[src/rtl/riscy_pkg.sv]
// Shared riscy_core control definitions: ALU codes, opcodes, FSM state codes,
// datapath mux encodings and fault causes.
package riscy_pkg;

    typedef enum logic [2:0] {
        ALU_ADD = 3'b000,
        ALU_SUB = 3'b001,
        ALU_AND = 3'b010,
        ALU_OR  = 3'b011,
        ALU_SLT = 3'b101
    } alu_ctrl_e;

    localparam logic [6:0] OP_LW    = 7'b0000011;
    localparam logic [6:0] OP_SW    = 7'b0100011;
    localparam logic [6:0] OP_RTYPE = 7'b0110011;
    localparam logic [6:0] OP_ITYPE = 7'b0010011;
    localparam logic [6:0] OP_BEQ   = 7'b1100011;
    localparam logic [6:0] OP_JAL   = 7'b1101111;

    typedef logic [3:0] state_e;
    localparam state_e S_FETCH    = 4'd0;
    localparam state_e S_DECODE   = 4'd1;
    localparam state_e S_MEMADR   = 4'd2;
    localparam state_e S_MEMREAD  = 4'd3;
    localparam state_e S_MEMWB    = 4'd4;
    localparam state_e S_MEMWRITE = 4'd5;
    localparam state_e S_EXECR    = 4'd6;
    localparam state_e S_EXECI    = 4'd7;
    localparam state_e S_ALUWB    = 4'd8;
    localparam state_e S_BEQ      = 4'd9;
    localparam state_e S_JAL      = 4'd10;
    localparam state_e S_FAULT    = 4'd11;

    localparam logic [1:0] SRCA_PC       = 2'b00;
    localparam logic [1:0] SRCA_OLDPC    = 2'b01;
    localparam logic [1:0] SRCA_RS1      = 2'b10;
    localparam logic [1:0] SRCB_RS2      = 2'b00;
    localparam logic [1:0] SRCB_IMM      = 2'b01;
    localparam logic [1:0] SRCB_FOUR     = 2'b10;
    localparam logic [1:0] RES_ALUOUT    = 2'b00;
    localparam logic [1:0] RES_MEMDATA   = 2'b01;
    localparam logic [1:0] RES_ALURESULT = 2'b10;
    localparam logic       ADR_PC        = 1'b0;
    localparam logic       ADR_RESULT    = 1'b1;

    typedef enum logic [1:0] {
        FC_NONE        = 2'b00,
        FC_MEM_TIMEOUT = 2'b01,
        FC_ILLEGAL     = 2'b10
    } fault_cause_e;

    // States that hold a memory request open and run the wait counter.
    function automatic logic is_mem_state(input state_e s);
        return (s == S_FETCH) || (s == S_MEMREAD) || (s == S_MEMWRITE);
    endfunction

endpackage

[src/rtl/multicycle_ctrl_if.sv]
// Bundle between the multicycle controller (master) and the riscy_core
// datapath / memory port (slave).
interface multicycle_ctrl_if;

    logic [6:0] op;
    logic [2:0] funct3;
    logic       funct7b5;
    logic       z;
    logic       mem_ready;

    logic       mem_req;
    logic [2:0] alu_ctrl;
    logic [1:0] alu_src_a;
    logic [1:0] alu_src_b;
    logic [1:0] result_src;
    logic       adr_src;
    logic       ir_write;
    logic       pc_write;
    logic       reg_write;
    logic       mem_write;
    logic       fault;
    logic [1:0] fault_cause;

    modport master (
        input  op, funct3, funct7b5, z, mem_ready,
        output mem_req, alu_ctrl, alu_src_a, alu_src_b, result_src, adr_src,
               ir_write, pc_write, reg_write, mem_write, fault, fault_cause
    );

    modport slave (
        output op, funct3, funct7b5, z, mem_ready,
        input  mem_req, alu_ctrl, alu_src_a, alu_src_b, result_src, adr_src,
               ir_write, pc_write, reg_write, mem_write, fault, fault_cause
    );

endinterface

[src/rtl/alu_decoder.sv]
// Combinational ALU control decode from opcode/funct fields, flagging
// unknown opcodes and unsupported funct3 on R/I-type as illegal.
module alu_decoder
    import riscy_pkg::*;
(
    input  logic [6:0] op,
    input  logic [2:0] funct3,
    input  logic       funct7b5,
    output alu_ctrl_e  alu_ctrl,
    output logic       illegal
);

    always_comb begin
        alu_ctrl = ALU_ADD;
        illegal  = 1'b0;
        case (op)
            OP_RTYPE, OP_ITYPE: begin
                case (funct3)
                    // funct7b5 is part of the immediate on I-type, so only R-type subtracts
                    3'b000:  alu_ctrl = (op == OP_RTYPE && funct7b5) ? ALU_SUB : ALU_ADD;
                    3'b010:  alu_ctrl = ALU_SLT;
                    3'b110:  alu_ctrl = ALU_OR;
                    3'b111:  alu_ctrl = ALU_AND;
                    default: illegal  = 1'b1;
                endcase
            end
            OP_LW, OP_SW, OP_BEQ, OP_JAL: illegal = 1'b0;
            default: illegal = 1'b1;
        endcase
    end

endmodule

[src/rtl/multicycle_ctrl.sv]
// Multicycle control FSM for riscy_core. Define ILLEGAL_TRAP_EN to trap illegal
// instructions into FAULT; otherwise they retire as NOPs.
module multicycle_ctrl
    import riscy_pkg::*;
#(
    parameter int MEM_TIMEOUT = 16
) (
    input  logic              clk,
    input  logic              rst,
    multicycle_ctrl_if.master bus
);

    localparam int CNT_W = (MEM_TIMEOUT > 2) ? $clog2(MEM_TIMEOUT) : 1;

    state_e         state, state_nxt;
    logic [CNT_W-1:0] wait_cnt;
    logic           timeout;
    logic           fault_q;
    fault_cause_e   cause_q;
    alu_ctrl_e      dec_ctrl;
    logic           dec_illegal;

    alu_decoder u_alu_decoder (
        .op       (bus.op),
        .funct3   (bus.funct3),
        .funct7b5 (bus.funct7b5),
        .alu_ctrl (dec_ctrl),
        .illegal  (dec_illegal)
    );

    // A ready in the expiry cycle completes normally, so timeout needs !mem_ready.
    assign timeout = (MEM_TIMEOUT > 0) && is_mem_state(state) && !bus.mem_ready &&
                     (wait_cnt == CNT_W'(MEM_TIMEOUT - 1));

    always_comb begin
        state_nxt = state;
        case (state)
            S_FETCH: begin
                if (timeout)            state_nxt = S_FAULT;
                else if (bus.mem_ready) state_nxt = S_DECODE;
            end
            S_DECODE: begin
                case (bus.op)
                    OP_LW, OP_SW: state_nxt = S_MEMADR;
                    OP_RTYPE:     state_nxt = S_EXECR;
                    OP_ITYPE:     state_nxt = S_EXECI;
                    OP_BEQ:       state_nxt = S_BEQ;
                    OP_JAL:       state_nxt = S_JAL;
`ifdef ILLEGAL_TRAP_EN
                    default:      state_nxt = S_FAULT;
`else
                    default:      state_nxt = S_FETCH;
`endif
                endcase
            end
            S_MEMADR: state_nxt = (bus.op == OP_LW) ? S_MEMREAD : S_MEMWRITE;
            S_MEMREAD: begin
                if (timeout)            state_nxt = S_FAULT;
                else if (bus.mem_ready) state_nxt = S_MEMWB;
            end
            S_MEMWRITE: begin
                if (timeout)            state_nxt = S_FAULT;
                else if (bus.mem_ready) state_nxt = S_FETCH;
            end
            S_EXECR, S_EXECI: begin
                if (!dec_illegal)       state_nxt = S_ALUWB;
`ifdef ILLEGAL_TRAP_EN
                else                    state_nxt = S_FAULT;
`else
                else                    state_nxt = S_FETCH;
`endif
            end
            S_MEMWB, S_ALUWB, S_BEQ: state_nxt = S_FETCH;
            S_JAL:   state_nxt = S_ALUWB;
            S_FAULT: state_nxt = S_FAULT;
            default: state_nxt = S_FETCH;
        endcase
    end

    always_ff @(posedge clk or posedge rst) begin
        if (rst) begin
            state    <= S_FETCH;
            wait_cnt <= '0;
            fault_q  <= 1'b0;
            cause_q  <= FC_NONE;
        end else begin
            state <= state_nxt;
            // Any state change re-arms the counter, covering every memory-state entry.
            if (state_nxt != state)
                wait_cnt <= '0;
            else if (is_mem_state(state) && !bus.mem_ready)
                wait_cnt <= wait_cnt + 1'b1;
            if (state_nxt == S_FAULT && state != S_FAULT) begin
                fault_q <= 1'b1;
                cause_q <= timeout ? FC_MEM_TIMEOUT : FC_ILLEGAL;
            end
        end
    end

    logic       mem_req_c, adr_c, ir_w_c, pc_w_c, reg_w_c, mem_w_c;
    alu_ctrl_e  alu_c;
    logic [1:0] src_a_c, src_b_c, res_c;

    always_comb begin
        mem_req_c = 1'b0;
        alu_c     = ALU_ADD;
        src_a_c   = SRCA_PC;
        src_b_c   = SRCB_RS2;
        res_c     = RES_ALUOUT;
        adr_c     = ADR_PC;
        ir_w_c    = 1'b0;
        pc_w_c    = 1'b0;
        reg_w_c   = 1'b0;
        mem_w_c   = 1'b0;
        case (state)
            S_FETCH: begin
                mem_req_c = 1'b1;
                src_a_c   = SRCA_PC;
                src_b_c   = SRCB_FOUR;
                res_c     = RES_ALURESULT;
                ir_w_c    = bus.mem_ready;
                pc_w_c    = bus.mem_ready;
            end
            S_DECODE: begin
                src_a_c = SRCA_OLDPC;
                src_b_c = SRCB_IMM;
            end
            S_MEMADR: begin
                src_a_c = SRCA_RS1;
                src_b_c = SRCB_IMM;
            end
            S_MEMREAD: begin
                mem_req_c = 1'b1;
                adr_c     = ADR_RESULT;
            end
            S_MEMWB: begin
                res_c   = RES_MEMDATA;
                reg_w_c = 1'b1;
            end
            S_MEMWRITE: begin
                mem_req_c = 1'b1;
                adr_c     = ADR_RESULT;
                mem_w_c   = 1'b1;
            end
            S_EXECR: begin
                src_a_c = SRCA_RS1;
                src_b_c = SRCB_RS2;
                alu_c   = dec_ctrl;
            end
            S_EXECI: begin
                src_a_c = SRCA_RS1;
                src_b_c = SRCB_IMM;
                alu_c   = dec_ctrl;
            end
            S_ALUWB: reg_w_c = 1'b1;
            S_BEQ: begin
                src_a_c = SRCA_RS1;
                src_b_c = SRCB_RS2;
                alu_c   = ALU_SUB;
                pc_w_c  = bus.z;
            end
            // ALUout still holds the target from DECODE while the ALU forms oldPC+4 for rd.
            S_JAL: begin
                src_a_c = SRCA_OLDPC;
                src_b_c = SRCB_FOUR;
                pc_w_c  = 1'b1;
            end
            default: ;
        endcase
    end

    assign bus.mem_req     = mem_req_c;
    assign bus.alu_ctrl    = alu_c;
    assign bus.alu_src_a   = src_a_c;
    assign bus.alu_src_b   = src_b_c;
    assign bus.result_src  = res_c;
    assign bus.adr_src     = adr_c;
    assign bus.ir_write    = ir_w_c  & ~rst;
    assign bus.pc_write    = pc_w_c  & ~rst;
    assign bus.reg_write   = reg_w_c & ~rst;
    assign bus.mem_write   = mem_w_c & ~rst;
    assign bus.fault       = fault_q;
    assign bus.fault_cause = cause_q;

endmodule

[src/flat_wrapper.sv]
// flat-port wrapper written by rule: the top's interface ports become plain ports
module multicycle_ctrl_flat import riscy_pkg::*;
#(
    parameter int MEM_TIMEOUT = 16
)
  (clk, rst, bus_op, bus_funct3, bus_funct7b5, bus_z, bus_mem_ready, bus_mem_req, bus_alu_ctrl, bus_alu_src_a, bus_alu_src_b, bus_result_src, bus_adr_src, bus_ir_write, bus_pc_write, bus_reg_write, bus_mem_write, bus_fault, bus_fault_cause);
  multicycle_ctrl_if bus_i ();
  input  logic clk;
  input  logic rst;
  input wire logic [$bits(bus_i.op)-1:0] bus_op;
  input wire logic [$bits(bus_i.funct3)-1:0] bus_funct3;
  input wire logic [$bits(bus_i.funct7b5)-1:0] bus_funct7b5;
  input wire logic [$bits(bus_i.z)-1:0] bus_z;
  input wire logic [$bits(bus_i.mem_ready)-1:0] bus_mem_ready;
  output wire logic [$bits(bus_i.mem_req)-1:0] bus_mem_req;
  output wire logic [$bits(bus_i.alu_ctrl)-1:0] bus_alu_ctrl;
  output wire logic [$bits(bus_i.alu_src_a)-1:0] bus_alu_src_a;
  output wire logic [$bits(bus_i.alu_src_b)-1:0] bus_alu_src_b;
  output wire logic [$bits(bus_i.result_src)-1:0] bus_result_src;
  output wire logic [$bits(bus_i.adr_src)-1:0] bus_adr_src;
  output wire logic [$bits(bus_i.ir_write)-1:0] bus_ir_write;
  output wire logic [$bits(bus_i.pc_write)-1:0] bus_pc_write;
  output wire logic [$bits(bus_i.reg_write)-1:0] bus_reg_write;
  output wire logic [$bits(bus_i.mem_write)-1:0] bus_mem_write;
  output wire logic [$bits(bus_i.fault)-1:0] bus_fault;
  output wire logic [$bits(bus_i.fault_cause)-1:0] bus_fault_cause;
  assign bus_i.op = bus_op;
  assign bus_i.funct3 = bus_funct3;
  assign bus_i.funct7b5 = bus_funct7b5;
  assign bus_i.z = bus_z;
  assign bus_i.mem_ready = bus_mem_ready;
  assign bus_mem_req = bus_i.mem_req;
  assign bus_alu_ctrl = bus_i.alu_ctrl;
  assign bus_alu_src_a = bus_i.alu_src_a;
  assign bus_alu_src_b = bus_i.alu_src_b;
  assign bus_result_src = bus_i.result_src;
  assign bus_adr_src = bus_i.adr_src;
  assign bus_ir_write = bus_i.ir_write;
  assign bus_pc_write = bus_i.pc_write;
  assign bus_reg_write = bus_i.reg_write;
  assign bus_mem_write = bus_i.mem_write;
  assign bus_fault = bus_i.fault;
  assign bus_fault_cause = bus_i.fault_cause;
  multicycle_ctrl #(.MEM_TIMEOUT(MEM_TIMEOUT)) u_core (.clk(clk), .rst(rst), .bus(bus_i));
endmodule
[config.mk]
export PLATFORM = sky130hd
export DESIGN_NAME = multicycle_ctrl_flat
export DESIGN_NICKNAME = d
export VERILOG_FILES = /design/src/rtl/riscy_pkg.sv /design/src/rtl/multicycle_ctrl_if.sv /design/src/rtl/alu_decoder.sv /design/src/rtl/multicycle_ctrl.sv /design/src/flat_wrapper.sv
export SDC_FILE = /design/constraint.sdc
export NUM_CORES = 1
export LEC_CHECK = 0
export BUFFER_PORTS_ARGS = -buffer_cell sky130_fd_sc_hd__buf_2
export CAP_MARGIN = 20
export CORE_AREA = 2 2 47 49
export CTS_BUF_LIST = sky130_fd_sc_hd__clkbuf_8 sky130_fd_sc_hd__clkbuf_16
export CTS_CLUSTER_DIAMETER = 50
export DETAILED_ROUTE_END_ITERATION = 10
export DIE_AREA = 0 0 49 51
export PLACE_DENSITY = 0.81
export SLEW_MARGIN = 25
export SYNTH_ARGS = -nofsm -noshare
export SYNTH_HDL_FRONTEND = slang
export SYNTH_SLANG_ARGS = --single-unit
[constraint.sdc]
create_clock -name clk -period 5.8 [get_ports clk]
set_input_delay 0.58 -clock clk [delete_from_list [all_inputs] [get_ports clk]]
set_output_delay 0.58 -clock clk [all_outputs]
set_load 0.01 [all_outputs]
Yosys cells after proc, flatten, opt, wreduce, memory -nomap -nowiden
Cells that the tools add are included.
{ "word_totals": {"in_bits": 15, "out_inout_bits": 18, "reg_bits": 11} }
{ "op_classes": {"add_sub_neg": 1, "eq_ne": 24, "reduce_logical": 22, "mux": 28, "bitwise_logic": 5} }
{ "ops": {"columns": ["operator", "count"], "rows": [
  ["4-bit 2-to-1 mux", 9],
  ["4-bit case mux with 8 select lines", 1],
  ["4-bit equality test, second input constant", 6],
  ["4-bit case mux with 5 select lines", 1],
  ["4-bit by 3-bit equality test with 1-bit output, second input constant", 4],
  ["7-bit by 6-bit equality test with 1-bit output, second input constant", 2],
  ["7-bit equality test, second input constant", 2],
  ["2-bit OR reduction", 7],
  ["2-bit case mux with 2 select lines", 3],
  ["3-bit case mux with 4 select lines", 1],
  ["4-bit OR reduction", 3],
  ["4-bit by 2-bit equality test with 1-bit output, second input constant", 2],
  ["7-bit by 2-bit equality test with 1-bit output, second input constant", 1],
  ["7-bit by 5-bit equality test with 1-bit output, second input constant", 1],
  ["1-bit 2-to-1 mux", 7],
  ["3-bit equality test, second input constant", 2],
  ["3-bit 2-to-1 mux", 2],
  ["3-bit case mux with 2 select lines", 1],
  ["3-bit OR reduction", 2],
  ["4-bit by 1-bit adder with 4-bit output, second input constant", 1],
  ["1-bit bitwise AND", 4],
  ["4-bit by 1-bit equality test with 1-bit output, second input constant", 1],
  ["1-bit logical AND", 4],
  ["4-bit zero test", 1],
  ["11 further kinds", 12]
]} }

Depth between registers and ports, before layout
Gate-level depths: netlist of the first run.
{ "depth": {"ltp_word": 9, "depth_mapped": 7} }

Hierarchy
A second synthesis of the first run with hierarchy kept.
{ "unflattened": {"hier_cells": 138, "hier_area_um2": 1124.8} }
{ "by_module_without_submodules": {"columns": ["mod", "instances", "cells_each", "seq_area_each_um2", "area_each_um2"], "rows": [
  ["multicycle_ctrl", 1, 123, 275.3, 997.2],
  ["alu_decoder", 1, 15, 0.0, 127.6]
]} }

Worst setup path after synthesis of the first run
Ideal clock, no wire load.
{ "synth_path": {"path_kind": "input port to output port", "startpoint": "input port bus_op[2]", "endpoint": "output port bus_alu_ctrl[2]", "t_arrival_ns": 1.535, "stages": 6, "path_slack_ns": 3.685, "required_ns": 5.220, "path_cell_list": "nand4bb_1 > nor2_1 > nand2_1 > nor2_1 > nand2_1 > nor3_1"} }
{ "synth_between": {"elab_chain_cells": 4, "elab_cells_between_ends": 5} }
{ "synth_lines": {"columns": ["element", "line", "rtl"], "rows": [
  ["start: declaration", "flat_wrapper.sv:10", "input wire logic [$bits(bus_i.op)-1:0] bus_op;"],
  ["7-bit by 6-bit equality test with 1-bit output or 7-bit by 5-bit equality test with 1-bit output (tied branches)", "alu_decoder.sv:16", "case (op)"],
  ["2-bit OR reduction (*)", "alu_decoder.sv:16", null],
  ["3-bit 2-to-1 mux (*)", "alu_decoder.sv:16", null],
  ["3-bit case mux with 2 select lines (*)", "multicycle_ctrl.sv:115", "case (state)"],
  ["end: declaration", "flat_wrapper.sv:16", "output wire logic [$bits(bus_i.alu_ctrl)-1:0] bus_alu_ctrl;"]
]} }
Every way passes the cells marked *; elsewhere a longest branch is shown, timed or not.

Worst setup path after layout of the first run
{ "layout_path": {"startpoint": "register u_core.state[2]", "endpoint": "output port bus_alu_ctrl[2]"} }
{ "layout_between": {"elab_chain_cells": 3, "elab_cells_between_ends": 5} }
{ "layout_lines": {"columns": ["element", "line", "rtl"], "rows": [
  ["start: declaration", "multicycle_ctrl.sv:15", "state_e state, state_nxt;"],
  ["start signal: assignment", "multicycle_ctrl.sv:87", "state <= state_nxt;"],
  ["4-bit by 3-bit equality test with 1-bit output", "multicycle_ctrl.sv:115", null],
  ["2-bit OR reduction (no line)", null, null],
  ["3-bit case mux with 2 select lines (*)", "multicycle_ctrl.sv:115", null]
]} }
Marks and branches as above.

==> metrics.txt, run 1 <==
Synth top cells by count=13 x nor2_1, 11 x dfrtp_1, 8 x nor4_1, 6 x nand2_1, 6 x nor2b_1; CTS sink cnt=11; status=finished clean; detailed-route DRC error count=0; total chip power=0.232 mW; Slew Viols, Final=0; largest net degree at the start of global routing=24; I/O pin total=33; num rows=17; Syn Area/Cell=8.05 µm²; DIE WIDTH=49 µm; Hold Buf Count CTS=0; period utilization=0.436; Resize count post-CTS=0; CP Launch Type=register; clk_lat worst skew=0.24 ns; FF+latch count, synth=11; H-tree levels=1; Reg2Reg Setup Slack=3.38 ns; grt total ovfl=0; first-pass GRT wire length=4170 µm; EDFF count, synth=0; diode count=0; final WL=2580 µm; CTS tree=yes; Setup crit end kind=output pin; Avg WL per Cell=14.3 µm; slew of the pin with the lowest slew margin=0.657 ns; core area=0.00206 mm²; DP Wirelength=1890 µm; Yosys top cell area share=0.271; worst r2r path cells=6; cell taking the most area after synthesis=dfrtp_1; initial antenna violation count=0; routability cong.=0.851; Routed Antenna Nets=0; worst rel slew slack=0.562; via count=1101; Worst-path clk slew=0.05 ns; synth warn=0; Max Clock Skew=0.000642 ns; routed vias/inst=6.08; ranking of synthesized cells by area=dfrtp_1 27%, nor4_1 4.9%, nor2_1 4.8%; Seq/Total Area, Yosys=0.271; RSZ-0062 raised after global routing=false; Max IR drop VDD=0.134 mV; Area Growth Syn to Fin=19.5%; total CTS buffers=3; initial drt markers=22; full die area=0.00250 mm²; postcts setup bufs=0; Mapped Area=0.00101 mm²; Reg-to-Reg End=u_core.wait_cnt[0]; Hold Fails Final Rpt=0; Mapped Cells=126; achievable frequency=0.395 GHz; r2r startpoint=u_core.state[1]; Port Buffer Count=32; worst min path class=input port to asynchronous set/reset pin; CTS max path bufs=2; leading cell type by number of instances after synthesis=nor2_1; CP Max Fanout=19; FILL cells=194; final net count=170; crit path DAT=1.95 ns; Initial Util=0.492; drt pass-1 iters=4; share of post-route cells with drive strength above 1=0.268; Synth Net Count=142; endpoints failing setup=0; total negative slack=0 ns; gr usage total=0.214; Die Y-Extent=51 µm; Synth cell types=44; P per Cell Area=191 mW/mm²; prevailing post-synth register cell=dfrtp_1; Max Cap Viol=0; Root Buffer=clkbuf_8; vias in the first global route=978; async set or reset register ratio after synthesis=1.00; critical path class=register to output pin; fin crit period=2.53 ns; Pleak=0.588 nW; final core occ=0.588; Critical Path RT=5.22 ns
==> power by group <==
group,internal (mW),total (mW),switching (mW)
combinational,0.0293,0.0640,0.0347
sequential,0.0819,0.0922,0.0103
clock,0.0472,0.0760,0.0288
total,0.158,0.232,0.0738
==> metrics by stage <==
| step | std cells | instance area, µm² | hold slack [ns] | worst slack [ns] |
|---|---|---|---|---|
| finish | 181 | 1210 | 0.368 | 3.27 |
| global route | 181 | 1210 | 0.398 | 3.13 |
| CTS | 181 | 1210 | 0.378 | 3.32 |
| detailed placement | 177 | 1170 | 0.453 | 3.44 |
| global placement | 177 | 1170 | 0.444 | 3.51 |
| floorplan | 126 | 1010 | 0.443 | 3.69 |
==> layout by cell type (no fill, tap or decap), drive strengths merged, types with 5 or more instances in the layout <==
master and count:
nand2 6, nor3 5, nor4 8, nor2 13, nor2b 6, buf 32, dfrtp 11, xnor2 5
==> kinds of logic (layout without fill, tap and decap cells) <==
group | Yosys count | in the layout | share of synthesized area
adder cells (fa/ha/maj) | 1 | 1 | 0.0123
flip-flops | 11 | 11 | 0.271
buffers and inverters | 13 | 40 | 0.0579
multiplexers | 3 | 3 | 0.0308
XOR/XNOR | 7 | 7 | 0.0604
AO/OA/AOI/OAI | 28 | 28 | 0.208
AND/OR/NAND/NOR | 63 | 63 | 0.359
==> worst max-delay path, stage by stage (launching register included) <==
cell and delay (ns):
dfrtp_1 0.74, nor2b_1 0.34, nand2_1 0.11, nor2_1 0.16, nand2_1 0.08, nor3_1 0.13
buf_2 0.15
==> state kept, by name, summed over array words and instances (netlist names) <==
name	cells
u_core.bus.fault	1
u_core.wait_cnt	4
u_core.state	4
u_core.bus.fault_cause	2
==> metal layers <==
| metal | share of wire | wire (µm) | global-route usage |
|---|---|---|---|
| met5 | 0 | 0 | 0 |
| met2 | 0.50 | 1300 | 0.386 |
| met4 | 0.0089 | 23 | 0.0857 |
| met3 | 0.066 | 171 | 0.0526 |
| met1 | 0.42 | 1090 | 0.243 |
==> how the worst max path moves through the flow <==
stage	startpoint	to	depth (start not counted)
2_1_floorplan	bus_op[2]	bus_alu_ctrl[2]	6
3_3_place_gp	bus_op[2]	bus_alu_ctrl[2]	8
3_5_place_dp	bus_op[2]	u_core.wait_cnt[0]	7
4_1_cts	u_core.state[0]	bus_alu_src_a[1]	4
5_1_grt	u_core.state[2]	bus_alu_ctrl[2]	6
6_report	u_core.state[2]	bus_alu_ctrl[2]	6
==> final cells by class <==
class	instances	area, µm²	share of cell area
clock inverter	1	5.00	0.00413
inverter	4	15.0	0.0124
timing repair buffer	32	160	0.132
tap	28	35.0	0.0289
sequential	11	275	0.227
multi-input combinational	102	681	0.561
clock buffer	3	41.3	0.0341
Power figures use the tool's default switching activity.
==> inputs of run 2 (changes only) <==
Settings changed: CORE_AREA 2 2 47 49 to 2 2 51 53, DIE_AREA 0 0 49 51 to 0 0 53 55, PLACE_DENSITY 0.81 to 0.72.
Clock period 5.8 ns to 2.1 ns, I/O delays scaled along.
==> metrics.txt, run 2 (same netlist as run 1, synthesis figures left out) <==
status=finished clean; via count=1145; Routed Antenna Nets=0; initial drt markers=36; area post-placement=0.00124 mm²; post-route cell area=0.00133 mm²; CTS sink cnt=11; most frequent cells in the layout=32 x buf_2, 13 x nor2_1, 12 x buf_4, 8 x nor4_1, 8 x dfrtp_1; worst min path class=input port to register; Reg-to-Reg End=u_core.wait_cnt[0]; Setup crit end kind=output pin; r2r startpoint=u_core.state[1]; num rows=18; final net count=183; Area Growth Syn to Fin=30.7%; total CTS buffers=3; CTS max path bufs=2; routed vias/inst=5.84; routability cong.=0.903; CTS tree=yes; initial antenna violation count=0; commonest non-fill, non-tap cell in the layout=buf_2; crit path launch=u_core.state[0]; worst rel slew slack=0.755; Initial Util=0.429; Pleak=0.653 nW; share of post-route cells with drive strength above 1=0.349; CP Max Fanout=11; slew of the pin with the lowest slew margin=0.363 ns; Port Buffer Count=32; gr usage total=0.202; Hold Slack=0.344 ns; placed instance count=189; Final Non-Filler Cells=196; drt pass-1 iters=5; I/O pin total=33; Max IR drop VDD=0.508 mV; crit path DAT=1.80 ns; DP Wirelength=2100 µm; grt total ovfl=0; Max Clock Skew=0.000984 ns; Hold Fails Final Rpt=0; Slew Viols, Final=0; diode count=0; Die Y-Extent=55 µm; critical path class=register to output pin; Worst-path clk slew=0.05 ns; CP Launch Type=register; DIE WIDTH=53 µm; core area=0.00236 mm²; Critical Path RT=1.89 ns; endpoints failing setup=0; fin crit period=2.01 ns; achievable frequency=0.497 GHz; final WL=2830 µm; Root Buffer=clkbuf_8; largest net degree at the start of global routing=14; period utilization=0.958; Max Cap Viol=0; Avg WL per Cell=14.4 µm; H-tree levels=1; P per Cell Area=497 mW/mm²; worst r2r path cells=5; clk_lat worst skew=0.24 ns; detailed-route DRC error count=0; vias in the first global route=1047; Worst setup endpoint=bus_alu_src_a[1]; Reg2Reg Setup Slack=0.16 ns; total negative slack=0 ns; final core occ=0.561; first-pass GRT wire length=4380 µm; FILL cells=223; full die area=0.00292 mm²
## run 2: how the worst min path moves through the flow
stage | from | end | cells past startpoint
after global placement | rst | u_core.state[2] | 3
after detailed placement | rst | u_core.state[3] | 3
after CTS | bus_op[4] | u_core.state[2] | 3
final | bus_op[4] | u_core.state[2] | 3
after floorplan | rst | u_core.bus.fault | 1
after global routing | bus_op[4] | u_core.state[2] | 3
## run 2: per-stage QoR
step           setup WS [ns]  power [mW]
2_1_floorplan          0.268       0.373
3_3_place_gp           0.138       0.437
3_5_place_dp          0.0821       0.447
4_1_cts              0.00823       0.661
5_1_grt             -0.00474       0.703
6_report              0.0879       0.659
## run 2: repair_timing
| item | CTS | global route |
|---|---|---|
| endpoints found under the setup margin | 1 | 7 |
| hold buffers | 1 | 0 |
| pin swaps | 0 | 3 |
| resized for setup | 1 | 5 |
| buffers inserted | 0 | 2 |
| hold endpoints to repair | 11 | 0 |
## run 2: final cells by class
| class | count | area (µm²) | area share |
|---|---|---|---|
| inverters | 4 | 15.0 | 0.0113 |
| clock inverters | 1 | 3.75 | 0.00283 |
| repair buffers | 45 | 260 | 0.196 |
| well taps | 30 | 37.5 | 0.0283 |
| clock buffers | 3 | 41.3 | 0.0311 |
| multi-input cells | 102 | 689 | 0.520 |
| flip-flops and latches | 11 | 279 | 0.210 |
## run 2: per-layer routing
layer  part of all wire  track usage
met1               0.44        0.241
met2               0.49        0.360
met3              0.061       0.0430
met4             0.0050       0.0684
met5                  0            0
## run 2: where the power goes
part / leakage, nW / switching, mW / internal (mW)
combinational: 0.480 / 0.108 / 0.0937
clock: 0.0269 / 0.0809 / 0.128
sequential: 0.146 / 0.0204 / 0.227
total: 0.653 / 0.210 / 0.449
## run 2: worst max-delay path, stage by stage, from the launching register on
cell and delay (ns):
dfrtp_2 0.47, buf_4 0.19, inv_1 0.09, nor2_1 0.20, buf_4 0.16, mux2_2 0.31
buf_2 0.14
